--- config.mk ---
export PLATFORM = sky130hd
export DESIGN_NAME = ram_pipe
export DESIGN_NICKNAME = d
export VERILOG_FILES = /design/src/rtl/ram_pipe.sv
export SDC_FILE = /design/constraint.sdc
export NUM_CORES = 1
export LEC_CHECK = 0
export BUFFER_PORTS_ARGS = -buffer_cell sky130_fd_sc_hd__buf_2
export CORE_MARGIN = 3
export CORE_UTILIZATION = 50
export CTS_CLUSTER_SIZE = 28
export DETAILED_ROUTE_END_ITERATION = 8
export PLACE_DENSITY_LB_ADDON = 0.3
export SETUP_SLACK_MARGIN = 0.3
export SLEW_MARGIN = 20
export SYNTH_ARGS = -nofsm -noshare
export SYNTH_HDL_FRONTEND = slang
export SYNTH_SLANG_ARGS = --single-unit
--- constraint.sdc ---
create_clock -name clk -period 2.3 [get_ports clk]
set_input_delay 0 -clock clk [delete_from_list [all_inputs] [get_ports clk]]
set_output_delay 0 -clock clk [all_outputs]
set_load 0.02 [all_outputs]
--- src/rtl/ram_pipe.sv ---
// Simple dual-port RAM with byte-lane writes, RD_LAT-stage read pipeline and a post-reset clear sweep.
// Optional build macro RAM_BYPASS_EN selects write-first data on same-edge read/write collisions.
module ram_pipe #(
    parameter int AWIDTH = 4,
    parameter int DWIDTH = 8,
    parameter int RD_LAT = 1
) (
    input  logic                   clk,
    input  logic                   rst,
    input  logic                   we,
    input  logic [AWIDTH-1:0]      waddr,
    input  logic [DWIDTH-1:0]      wdata,
    input  logic [DWIDTH/8-1:0]    wbe,
    input  logic                   re,
    input  logic [AWIDTH-1:0]      raddr,
    output logic [DWIDTH-1:0]      rdata,
    output logic                   rvalid,
    output logic                   busy
);
    localparam int BEW   = DWIDTH / 8;
    localparam int DEPTH = 2 ** AWIDTH;

    typedef enum logic {CLEAR, IDLE} state_t;

    state_t                          state_q, state_d;
    logic [AWIDTH-1:0]               clr_addr_q, clr_addr_d;
    logic [RD_LAT-1:0]               vld_pipe_q, vld_pipe_d;
    logic [RD_LAT-1:0][DWIDTH-1:0]   dpipe_q, dpipe_d;

    logic [DWIDTH-1:0]               mem_q [DEPTH];
    logic                            mem_we;
    logic [AWIDTH-1:0]               mem_waddr;
    logic [DWIDTH-1:0]               mem_wdata;
    logic [DWIDTH-1:0]               wr_merged;
    logic [DWIDTH-1:0]               rd_word;
    logic                            rd_acc;

    assign busy   = (state_q == CLEAR);
    assign rd_acc = re && (state_q == IDLE);
    assign rdata  = dpipe_q[RD_LAT-1];
    assign rvalid = vld_pipe_q[RD_LAT-1];

    // Read-modify-write merge keeps disabled lanes at their stored value.
    always_comb begin
        wr_merged = mem_q[waddr];
        for (int k = 0; k < BEW; k++) begin
            if (wbe[k]) wr_merged[8*k +: 8] = wdata[8*k +: 8];
        end
    end

    always_comb begin
        rd_word = mem_q[raddr];
`ifdef RAM_BYPASS_EN
        if (we && (waddr == raddr)) begin
            for (int k = 0; k < BEW; k++) begin
                if (wbe[k]) rd_word[8*k +: 8] = wdata[8*k +: 8];
            end
        end
`endif
    end

    always_comb begin
        state_d    = state_q;
        clr_addr_d = clr_addr_q;
        mem_we     = 1'b0;
        mem_waddr  = waddr;
        mem_wdata  = wr_merged;
        case (state_q)
            CLEAR: begin
                mem_we     = 1'b1;
                mem_waddr  = clr_addr_q;
                mem_wdata  = '0;
                clr_addr_d = clr_addr_q + 1'b1;
                if (clr_addr_q == '1) state_d = IDLE;
            end
            default: begin
                mem_we = we && (wbe != '0);
            end
        endcase
    end

    // Each stage only loads on a valid so the output holds its last result.
    always_comb begin
        vld_pipe_d    = '0;
        dpipe_d       = dpipe_q;
        vld_pipe_d[0] = rd_acc;
        if (rd_acc) dpipe_d[0] = rd_word;
        for (int i = 1; i < RD_LAT; i++) begin
            vld_pipe_d[i] = vld_pipe_q[i-1];
            if (vld_pipe_q[i-1]) dpipe_d[i] = dpipe_q[i-1];
        end
    end

    always_ff @(posedge clk or posedge rst) begin
        if (rst) begin
            state_q    <= CLEAR;
            clr_addr_q <= '0;
            vld_pipe_q <= '0;
            dpipe_q    <= '0;
        end else begin
            state_q    <= state_d;
            clr_addr_q <= clr_addr_d;
            vld_pipe_q <= vld_pipe_d;
            dpipe_q    <= dpipe_d;
        end
    end

    always_ff @(posedge clk) begin
        if (mem_we) mem_q[mem_waddr] <= mem_wdata;
    end

endmodule

==> results of run 1 <==
## sequential cells by signal, indices dropped and copies added, names as in the netlist
signal / flops
clr_addr_q: 4
rdata: 8
mem_q: 128
rvalid: 1
state_q: 1
## Yosys cell counts
library cell and instances:
edfxtp_1 128, mux2i_1 128, nand2_1 48, a22oi_1 47
nand3_1 42, nor2_1 18, dfrtp_1 14, buf_2 12
a21oi_1 9, buf_6 9, nand4_1 9, buf_4 5
nor2b_1 5, buf_12 4, inv_1 4, and2_1 3
nor2_2 3, xnor2_1 3, and3_1 2, buf_8 2
o21ai_1 2, a21o_1 1, a21oi_2 1, a22oi_2 1
a31oi_1 1, a32oi_1 1, buf_1 1, ha_1 1
inv_2 1, mux2_2 1, nand3b_1 1, nand4b_1 1
nor3_1 1, nor3_4 1, o32a_1 1
## tightest hold or removal path: cells and delay by family
kind / cells / cell delay, ns
AND/OR/NAND/NOR: 3 / 0.31
buffers and inverters: 1 / 0.10
## kinds of logic after synthesis
kind of cell	count (synthesis)	synth area share (%)
compound gates	64	6.64
simple gates	134	9.11
mux	129	18.6
xor+xnor	3	0.378
buf+inv	38	4.77
fa+ha+maj	1	0.180
flops	142	60.3
## worst max-delay path by stage
stage | start | endpoint | slack, ns | cells after the start
floorplan | state_q$_DFF_PP0_ | mem_q[1][0]$_DFFE_PP_ | 0.56 | 4
global placement | waddr[2] | mem_q[12][3]$_DFFE_PP_ | 0.47 | 6
detailed placement | waddr[2] | mem_q[4][1]$_DFFE_PP_ | 0.43 | 6
CTS | state_q$_DFF_PP0_ | mem_q[7][7]$_DFFE_PP_ | 0.44 | 6
global route | state_q$_DFF_PP0_ | mem_q[4][1]$_DFFE_PP_ | 0.30 | 6
finish | state_q$_DFF_PP0_ | mem_q[4][1]$_DFFE_PP_ | 0.40 | 5
## metrics by stage
stage | setup slack [ns] | total power [W] | std cells | cell area [µm²] | utilization, %
floorplan | 0.561 | 0.00333 | 511 | 6950 | -
global placement | 0.469 | 0.00348 | 726 | 7370 | 55.0
detailed placement | 0.427 | 0.00349 | 726 | 7370 | 55.0
CTS | 0.440 | 0.00650 | 759 | 8040 | 60.0
global route | 0.300 | 0.00669 | 759 | 8060 | 60.1
finish | 0.401 | 0.00649 | 759 | 8060 | 60.1
## metal layers
layer	part of all wire, %	GRT usage (%)	vias up
li1	-	-	2085
met3	9.8	7.77	74
met4	5.3	14.9	0
met2	45	36.9	255
met5	0	0	-
met1	40	33.3	2318
## layout make-up
type	count	area [µm²]
flip-flops and latches	142	4190
clock inverters	15	233
multi-input cells	331	2450
fillers	1022	5350
well taps	176	220
inverters	5	18.8
clock buffers	17	425
repair buffers	73	518
## power by group through the flow
stage	Combinational (W)	Sequential, W	Clock [W]
after floorplan	0.000348	0.00299	0
after global placement	0.000515	0.00296	0
after detailed placement	0.000526	0.00297	0
after CTS	0.000530	0.00291	0.00306
after global routing	0.000576	0.00292	0.00320
final	0.000538	0.00291	0.00304
## timing repair
action                                 4_1_cts  5_1_grt
setup endpoints to repair                    0       64
endpoints found under the hold margin       14        0
hold buffers                                 1        0
resized for setup                            0        4
==> reports/metrics.cfg, run 1 <==
[layout]
nNetsFinal = 592
final_cell_mix = 128 x mux2i_1, 128 x edfxtp_1, 48 x nand2_1
layout-drive-gt1-share_pct = 19.9
syn_to_final_growth_pct = 15.9
num_antenna_cells = 0

[detailed_routing]
via_count = 4732
drc = 0
via_per_inst = 6.23
drt_iter0_markers = 472
wl_per_cell_um = 24.4
firstDrtPassIters = 5
wirelength_um = 18500
ant_nets = 0

[die]
dieWidth_um = 124
die_h_um = 124
start_util_pct = 51.9
placeableCoreArea_mm2 = 0.0134
pin_count = 31
dieArea_mm2 = 0.0154
num_rows = 42

[min_path]
hold_path_end = rdata[4]$_DFFE_PP0P_
worstHoldStart = raddr[3]
min_path_cells = 4
hold_class = in2reg

[yosys]
ys_types = 35
syn_nets = 533
synth.avg_cell_area_um2 = 13.6
synth_area_leaders = edfxtp_1 55%, mux2i_1 18%, a22oi_1 5.1%, dfrtp_1 5.0%, nand3_1 3.0%
synth.top_cell.area_share_pct = 55.3
syn_area_mm2 = 0.00695
ys_ff_latch = 142
synthCells = 511
yosysTopAreaCell = edfxtp_1
synth_seq_area_share_pct = 60.3
yosysWarnings = 0

[clock_tree]
clkTransAtPathRegs_ns = 0.06
numCtsBuffers = 17
cts-root-buf = clkbuf_16
cts_tree = done
htreeDepth = 4
post_cts_buffers = 0
clock_latency_ns = 0.43
cts_sinks = 142
cts_max_path_buffers = 2

[global_route]
antenna_found_initial = 0
grt_max_degree = 35
grt_pass1_vias = 4872
grt_overflow_total = 0
grt_first_pass_wirelength_um = 27500
gr-usage-all-layers_pct = 25.3

[worst_setup_path]
r2r_end = mem_q[4][1]$_DFFE_PP_
crit_family = simple AND/OR/NAND/NOR gates
crit_type = reg2reg
crit_fanout = 16
worst-path-buf-inv = 1
cp_slowest_cell = nand3_1
crit_top_cell = nand3_1
cp-end-kind = flip-flop
cp.arrival_ns = 1.91
start_kind = flip-flop
rr_worst_depth = 5
rrSetupSlack_ns = 0.40
slowest_delay_ns = 0.40
required_ns = 2.31
rr_startpoint = state_q$_DFF_PP0_
path_cells = nand3b_1 -> buf_4 -> a21oi_1 -> nand3_1 -> nand3_1

[power_and_ir_drop]
p_int_w = 0.00502
pwr-share-comb_pct = 8.3
power_per_cell_area_mw_per_mm2 = 805
leakagePower_nw = 3.18
pwr-share-clk_pct = 46.8
power.share.sequential_pct = 44.9
switchingPower_w = 0.00146
p_sw_share_pct = 22.6
irDropWorstVdd_mv = 0.540

[sta]
max_slew_margin_pct = 53.4
rsz0062_at_grt = no
fmax_mhz = 527
tightest_slew_ns = 0.699
slew_violations = 0
tns_ns = 0
fin_skew_ns = 0.00573
hold_violations = 0
period_needed_ns = 1.90
period_share_pct = 82.6
finalSetupViolCount = 0
whs_ns = 0.0272

[place]
gp_congestion = 0.880
numPortBuffers = 30
dp_hpwl_um = 11600

[run]
max_cap_violations = 0

[outcome]
status = finished, final reports clean

Note: power is estimated with default switching activity, not from simulation.
==> run 2: changes to the inputs <==
--- a/config.mk
+++ b/config.mk
@@ -5,6 +5,7 @@
 export SDC_FILE = /design/constraint.sdc
 export NUM_CORES = 1
 export LEC_CHECK = 0
+export ABC_AREA = 1
 export BUFFER_PORTS_ARGS = -buffer_cell sky130_fd_sc_hd__buf_2
 export CORE_MARGIN = 3
 export CORE_UTILIZATION = 50
==> constraint.sdc (replaced) <==
create_clock -name clk -period 1.62 [get_ports clk]
set_input_delay 0 -clock clk [delete_from_list [all_inputs] [get_ports clk]]
set_output_delay 0 -clock clk [all_outputs]
set_load 0.02 [all_outputs]
==> reports/metrics.cfg, run 2 <==
[outcome]
status = finished with violations
violations = setup timing

[sta]
hold_violations = 0
fin_ws_ns = -0.00379
fin_skew_ns = 0.00713
max_slew_margin_pct = 60.7
tns_ns = -0.00837
tightest_slew_ns = 0.590
slew_violations = 0
rsz0062_at_grt = yes
period_needed_ns = 1.62
whs_ns = 0.135
finalSetupViolCount = 6
period_share_pct = 100
fmax_mhz = 616

[yosys]
synth_ff_type = edfxtp_1
synth.top_cell.area_share_pct = 53.2
synth-edff-count = 128
ys_types = 18
synthArstFlopShare_pct = 9.86
synth_common_cells = 373 x nand2_1, 206 x nand3_1, 128 x edfxtp_1, 37 x nor2_1, 30 x buf_2
synthCells = 842
synth.avg_cell_area_um2 = 8.57
ys_ff_latch = 142
synth_area_leaders = edfxtp_1 53%, nand2_1 19%, nand3_1 14%, dfrtp_1 4.9%, buf_2 2.1%
synth_seq_area_share_pct = 58.1
syn_nets = 864
yosysWarnings = 0
yosysMostFrequentCell = nand2_1
syn_area_mm2 = 0.00722
yosysTopAreaCell = edfxtp_1

[detailed_routing]
drt_iter0_markers = 790
ant_nets = 0
via_per_inst = 5.73
wirelength_um = 21400
wl_per_cell_um = 19.6
drc = 0
firstDrtPassIters = 5
via_count = 6241

[clock_tree]
cts_max_path_buffers = 2
cts_sinks = 142
cts_tree = done
clkTransAtPathRegs_ns = 0.06
cts-root-buf = clkbuf_16
numCtsBuffers = 17
htreeDepth = 4
clock_latency_ns = 0.43

[die]
pin_count = 31
num_rows = 43
dieWidth_um = 126
start_util_pct = 51.6
placeableCoreArea_mm2 = 0.0140
dieArea_mm2 = 0.0159
die_h_um = 126

[layout]
largest_reg_flops = 128
nNetsFinal = 919
layoutNonFillerInstCount = 1090
top_register = mem_q
syn_to_final_growth_pct = 24.0
layout-drive-gt1-share_pct = 21.2
final_cell_mix = 356 x nand2_1, 188 x nand3_1, 128 x edfxtp_1
nFillCells = 1116
final_util_pct = 64.0
num_antenna_cells = 0
layout.cells.most_common = nand2_1

[worst_setup_path]
crit_type = reg2reg
worst-path-buf-inv = 7
required_ns = 1.90
crit_top_cell = buf_6
start_kind = flip-flop
crit_family = buffers and inverters
slowest_delay_ns = 0.43
cp_slowest_cell = dfrtp_2
cp.arrival_ns = 1.90
cp-end-kind = flip-flop
path_cells = buf_6 -> buf_4 -> clkinvlp_4 -> buf_12 -> buf_6 -> nor2_1 -> nand2_1 -> inv_2 -> buf_6
crit_fanout = 8

[global_route]
antenna_found_initial = 1
grt_first_pass_wirelength_um = 33600
grt_pass1_vias = 6096
gr-usage-all-layers_pct = 28.0
grt_overflow_total = 0
grt_max_degree = 66

[place]
gp_congestion = 0.911
dp_hpwl_um = 13700
pre_cts_ws_ns = -0.0557
dp.cells = 1040
numPortBuffers = 30

[power_and_ir_drop]
leakagePower_nw = 3.71
power_per_cell_area_mw_per_mm2 = 1040
irDropWorstVdd_mv = 0.974

[min_path]
hold_class = in2reg

[run]
max_cap_violations = 0

[run 2: through the flow]
stage               instance area [µm²]  total power (W)
global route                       8950          0.00965
finish                             8950          0.00935
CTS                                8870          0.00933
floorplan                          7450          0.00484
detailed placement                 7930          0.00526
global placement                   7930          0.00525
[run 2: logic make-up (layout without fill, tap and decap cells)]
logic type / Yosys count / after routing / synth area share, %
simple gates: 616 / 616 / 35.6
flops: 142 / 142 / 58.1
buf+inv: 77 / 145 / 5.61
compound gates: 4 / 4 / 0.277
xor+xnor: 2 / 2 / 0.243
fa+ha+maj: 1 / 1 / 0.173
[run 2: cell type report]
class | count | area (µm²) | share of cell area, %
clock buffers | 19 | 433 | 4.83
clock inverters | 13 | 170 | 1.90
inverters | 26 | 103 | 1.15
multi-input cells | 623 | 3000 | 33.5
flip-flops and latches | 142 | 4200 | 46.8
well taps | 180 | 225 | 2.52
repair buffers | 87 | 831 | 9.28
[run 2: final timing paths]
| path | slack, ns | depth (start not counted) | end | start |
|---|---|---|---|---|
| max in group asynchronous | 1.03 | 3 | state_q$_DFF_PP0_ | rst |
| max | -0.004 | 9 | mem_q[6][5]$_DFFE_PP_ | state_q$_DFF_PP0_ |
| min | 0.13 | 6 | mem_q[10][4]$_DFFE_PP_ | wdata[4] |
| min reg2reg | 0.47 | 2 | rdata[6]$_DFFE_PP0P_ | rdata[6]$_DFFE_PP0P_ |
| max reg2reg | -0.004 | 9 | mem_q[6][5]$_DFFE_PP_ | state_q$_DFF_PP0_ |
| min in group asynchronous | 0.17 | 3 | rdata[3]$_DFFE_PP0P_ | rst |
[run 2: worst register-to-register path: stages (launching register included)]
cell	delay, ns
dfrtp_2	0.43
buf_6	0.14
buf_4	0.13
clkinvlp_4	0.10
buf_12	0.14
buf_6	0.11
nor2_1	0.09
nand2_1	0.08
inv_2	0.09
buf_6	0.16
[run 2: power breakdown]
group          switching (W)  internal, W
Sequential         0.0000228      0.00410
Clock                0.00148      0.00255
Combinational       0.000798     0.000392
Total                0.00230      0.00704
[run 2: what timing repair did]
item	in CTS	in global routing
gates resized for setup	59	19
setup endpoints to repair	258	262
pin swaps	26	13
hold endpoints to repair	23	0
hold buffers	3	0
setup buffers	11	3
cloned	1	0
[run 2: metal layers]
| metal | vias to the layer above | global-route usage, % | routed length, µm |
|---|---|---|---|
| li1 | 2930 | - | - |
| met1 | 2897 | 34.7 | 7980 |
| met2 | 337 | 45.9 | 10500 |
| met3 | 75 | 7.00 | 1870 |
| met4 | 2 | 14.0 | 950 |
| met5 | - | 0 | 13 |
==> run 3: changes to the inputs <==
--- a/config.mk
+++ b/config.mk
@@ -5,9 +5,8 @@
 export SDC_FILE = /design/constraint.sdc
 export NUM_CORES = 1
 export LEC_CHECK = 0
-export ABC_AREA = 1
 export BUFFER_PORTS_ARGS = -buffer_cell sky130_fd_sc_hd__buf_2
-export CORE_MARGIN = 3
+export CORE_MARGIN = 5
 export CORE_UTILIZATION = 50
 export CTS_CLUSTER_SIZE = 28
 export DETAILED_ROUTE_END_ITERATION = 8
==> reports/metrics.cfg, run 3 (synthesized netlist as in run 1, its figures left out) <==
[layout]
layout-drive-gt1-share_pct = 36.1
nNetsFinal = 605
largest_reg_flops = 128
num_antenna_cells = 0
top_register = mem_q
final_area_mm2 = 0.00933
nFillCells = 919
final_cell_mix = 128 x mux2i_1, 128 x edfxtp_1, 47 x a22oi_1
syn_to_final_growth_pct = 34.2

[clock_tree]
cts_tree = done
clkTransAtPathRegs_ns = 0.06
cts_max_path_buffers = 2
numCtsBuffers = 17
clock_latency_ns = 0.43
cts-root-buf = clkbuf_16
cts_sinks = 142
htreeDepth = 4

[place]
pre_cts_ws_ns = -0.0362
dp_hpwl_um = 12800
numPortBuffers = 30
place_area_mm2 = 0.00775
gp_congestion = 0.880

[die]
pin_count = 31
placeableCoreArea_mm2 = 0.0138
die_h_um = 128
dieWidth_um = 128
num_rows = 43
dieArea_mm2 = 0.0164
start_util_pct = 50.5

[worst_setup_path]
required_ns = 1.77
crit_fanout = 8
start_kind = flip-flop
crit_type = reg2reg
rr_worst_depth = 7
cp-end-kind = flip-flop
cp.arrival_ns = 1.83

[sta]
tightest_slew_ns = 0.664
period_needed_ns = 1.69
whs_ns = 0.00165
finalSetupViolCount = 65
slew_violations = 0
hold_violations = 0
fin_skew_ns = 0.00826
rsz0062_at_grt = yes
max_slew_margin_pct = 55.7
period_share_pct = 104
fmax_mhz = 593
fin_ws_ns = -0.0677

[detailed_routing]
drc = 0
via_per_inst = 6.62
wl_met2_um = 10600
ant_nets = 0
wl_met3_um = 1830
wl_met1_um = 8210
firstDrtPassIters = 5
via_count = 5140
highest_layer = met4
wl_per_cell_um = 28.3
wirelength_um = 22000
drt_iter0_markers = 687

[power_and_ir_drop]
power_per_cell_area_mw_per_mm2 = 1030
finalPower_w = 0.00959
leakagePower_nw = 3.51
irDropWorstVdd_mv = 0.624

[global_route]
grt_pass1_vias = 5236
gr-usage-all-layers_pct = 27.1
grt_max_degree = 41
grt_overflow_total = 0
antenna_found_initial = 0
grt_first_pass_wirelength_um = 32500

[run]
max_cap_violations = 0

[min_path]
hold_class = in2reg
min_path_cells = 3

[outcome]
violations = setup timing
status = finished with violations

[run 3: cell types whose count changed in the layout (fill, tap and decap cells not counted), sizes merged, moves of 5 or more]
cell / before / now
a22oi: 0 / 48
clkinv: 8 / 2
inv: 25 / 6
nor2: 37 / 21
nand3: 206 / 50
mux2i: 0 / 128
nor2b: 0 / 5
nand4: 0 / 9
buf: 83 / 76
nand2: 373 / 48
a21oi: 3 / 10
[run 3: per-stage QoR]
step / std cells / setup TNS [ns] / util [%]
6_report: 776 / -2.03 / 67.7
5_1_grt: 776 / -7.91 / 67.7
4_1_cts: 772 / -0.382 / 66.3
3_5_place_dp: 713 / -1.34 / 56.3
3_3_place_gp: 713 / -0.248 / 56.3
2_1_floorplan: 511 / 0 / -
[run 3: critical path, cell delays in order (launching register included)]
cell and delay, ns:
dfrtp_1 0.40, buf_12 0.17, buf_8 0.13, and3_4 0.19
a31oi_4 0.04, buf_12 0.17, nor2_4 0.15, buf_12 0.15
[run 3: final timing paths]
check	to	from	slack, ns
setup / recovery	mem_q[3][6]$_DFFE_PP_	state_q$_DFF_PP0_	-0.07
hold / removal	mem_q[5][5]$_DFFE_PP_	wdata[5]	0.002
setup reg to reg	mem_q[3][6]$_DFFE_PP_	state_q$_DFF_PP0_	-0.07
hold reg to reg	rdata[7]$_DFFE_PP0P_	rdata[7]$_DFFE_PP0P_	0.49
max in group asynchronous	rdata[4]$_DFFE_PP0P_	rst	0.98
min in group asynchronous	rdata[3]$_DFFE_PP0P_	rst	0.21
[run 3: cell type report]
cell class,count,area [µm²],share of cell area (%)
Clock buffer,19,433,4.64
Multi-Input combinational cell,339,3340,35.8
Clock inverter,13,214,2.29
Inverter,5,26.3,0.282
Timing Repair Buffer,78,898,9.63
Tap cell,180,225,2.41
Sequential cell,142,4190,45.0
[run 3: where the power goes]
group          switching [W]  internal (W)  leakage [nW]  total, W
Clock                0.00159       0.00274         0.296   0.00432
Combinational       0.000719      0.000411          1.89   0.00113
Sequential         0.0000325       0.00411          1.33   0.00414
[run 3: metal layers]
layer | vias up | GRT usage [%]
met5 | - | 0
met4 | 0 | 14.8
met2 | 344 | 43.9
met3 | 112 | 6.04
li1 | 2136 | -
met1 | 2548 | 34.0
[run 3: what timing repair did]
item,CTS,global route
pin swaps,37,20
setup buffers,18,3
endpoints found under the setup margin,260,265
gates resized for setup,80,25
hold buffers,1,0
endpoints found under the hold margin,14,0
cloned,8,1
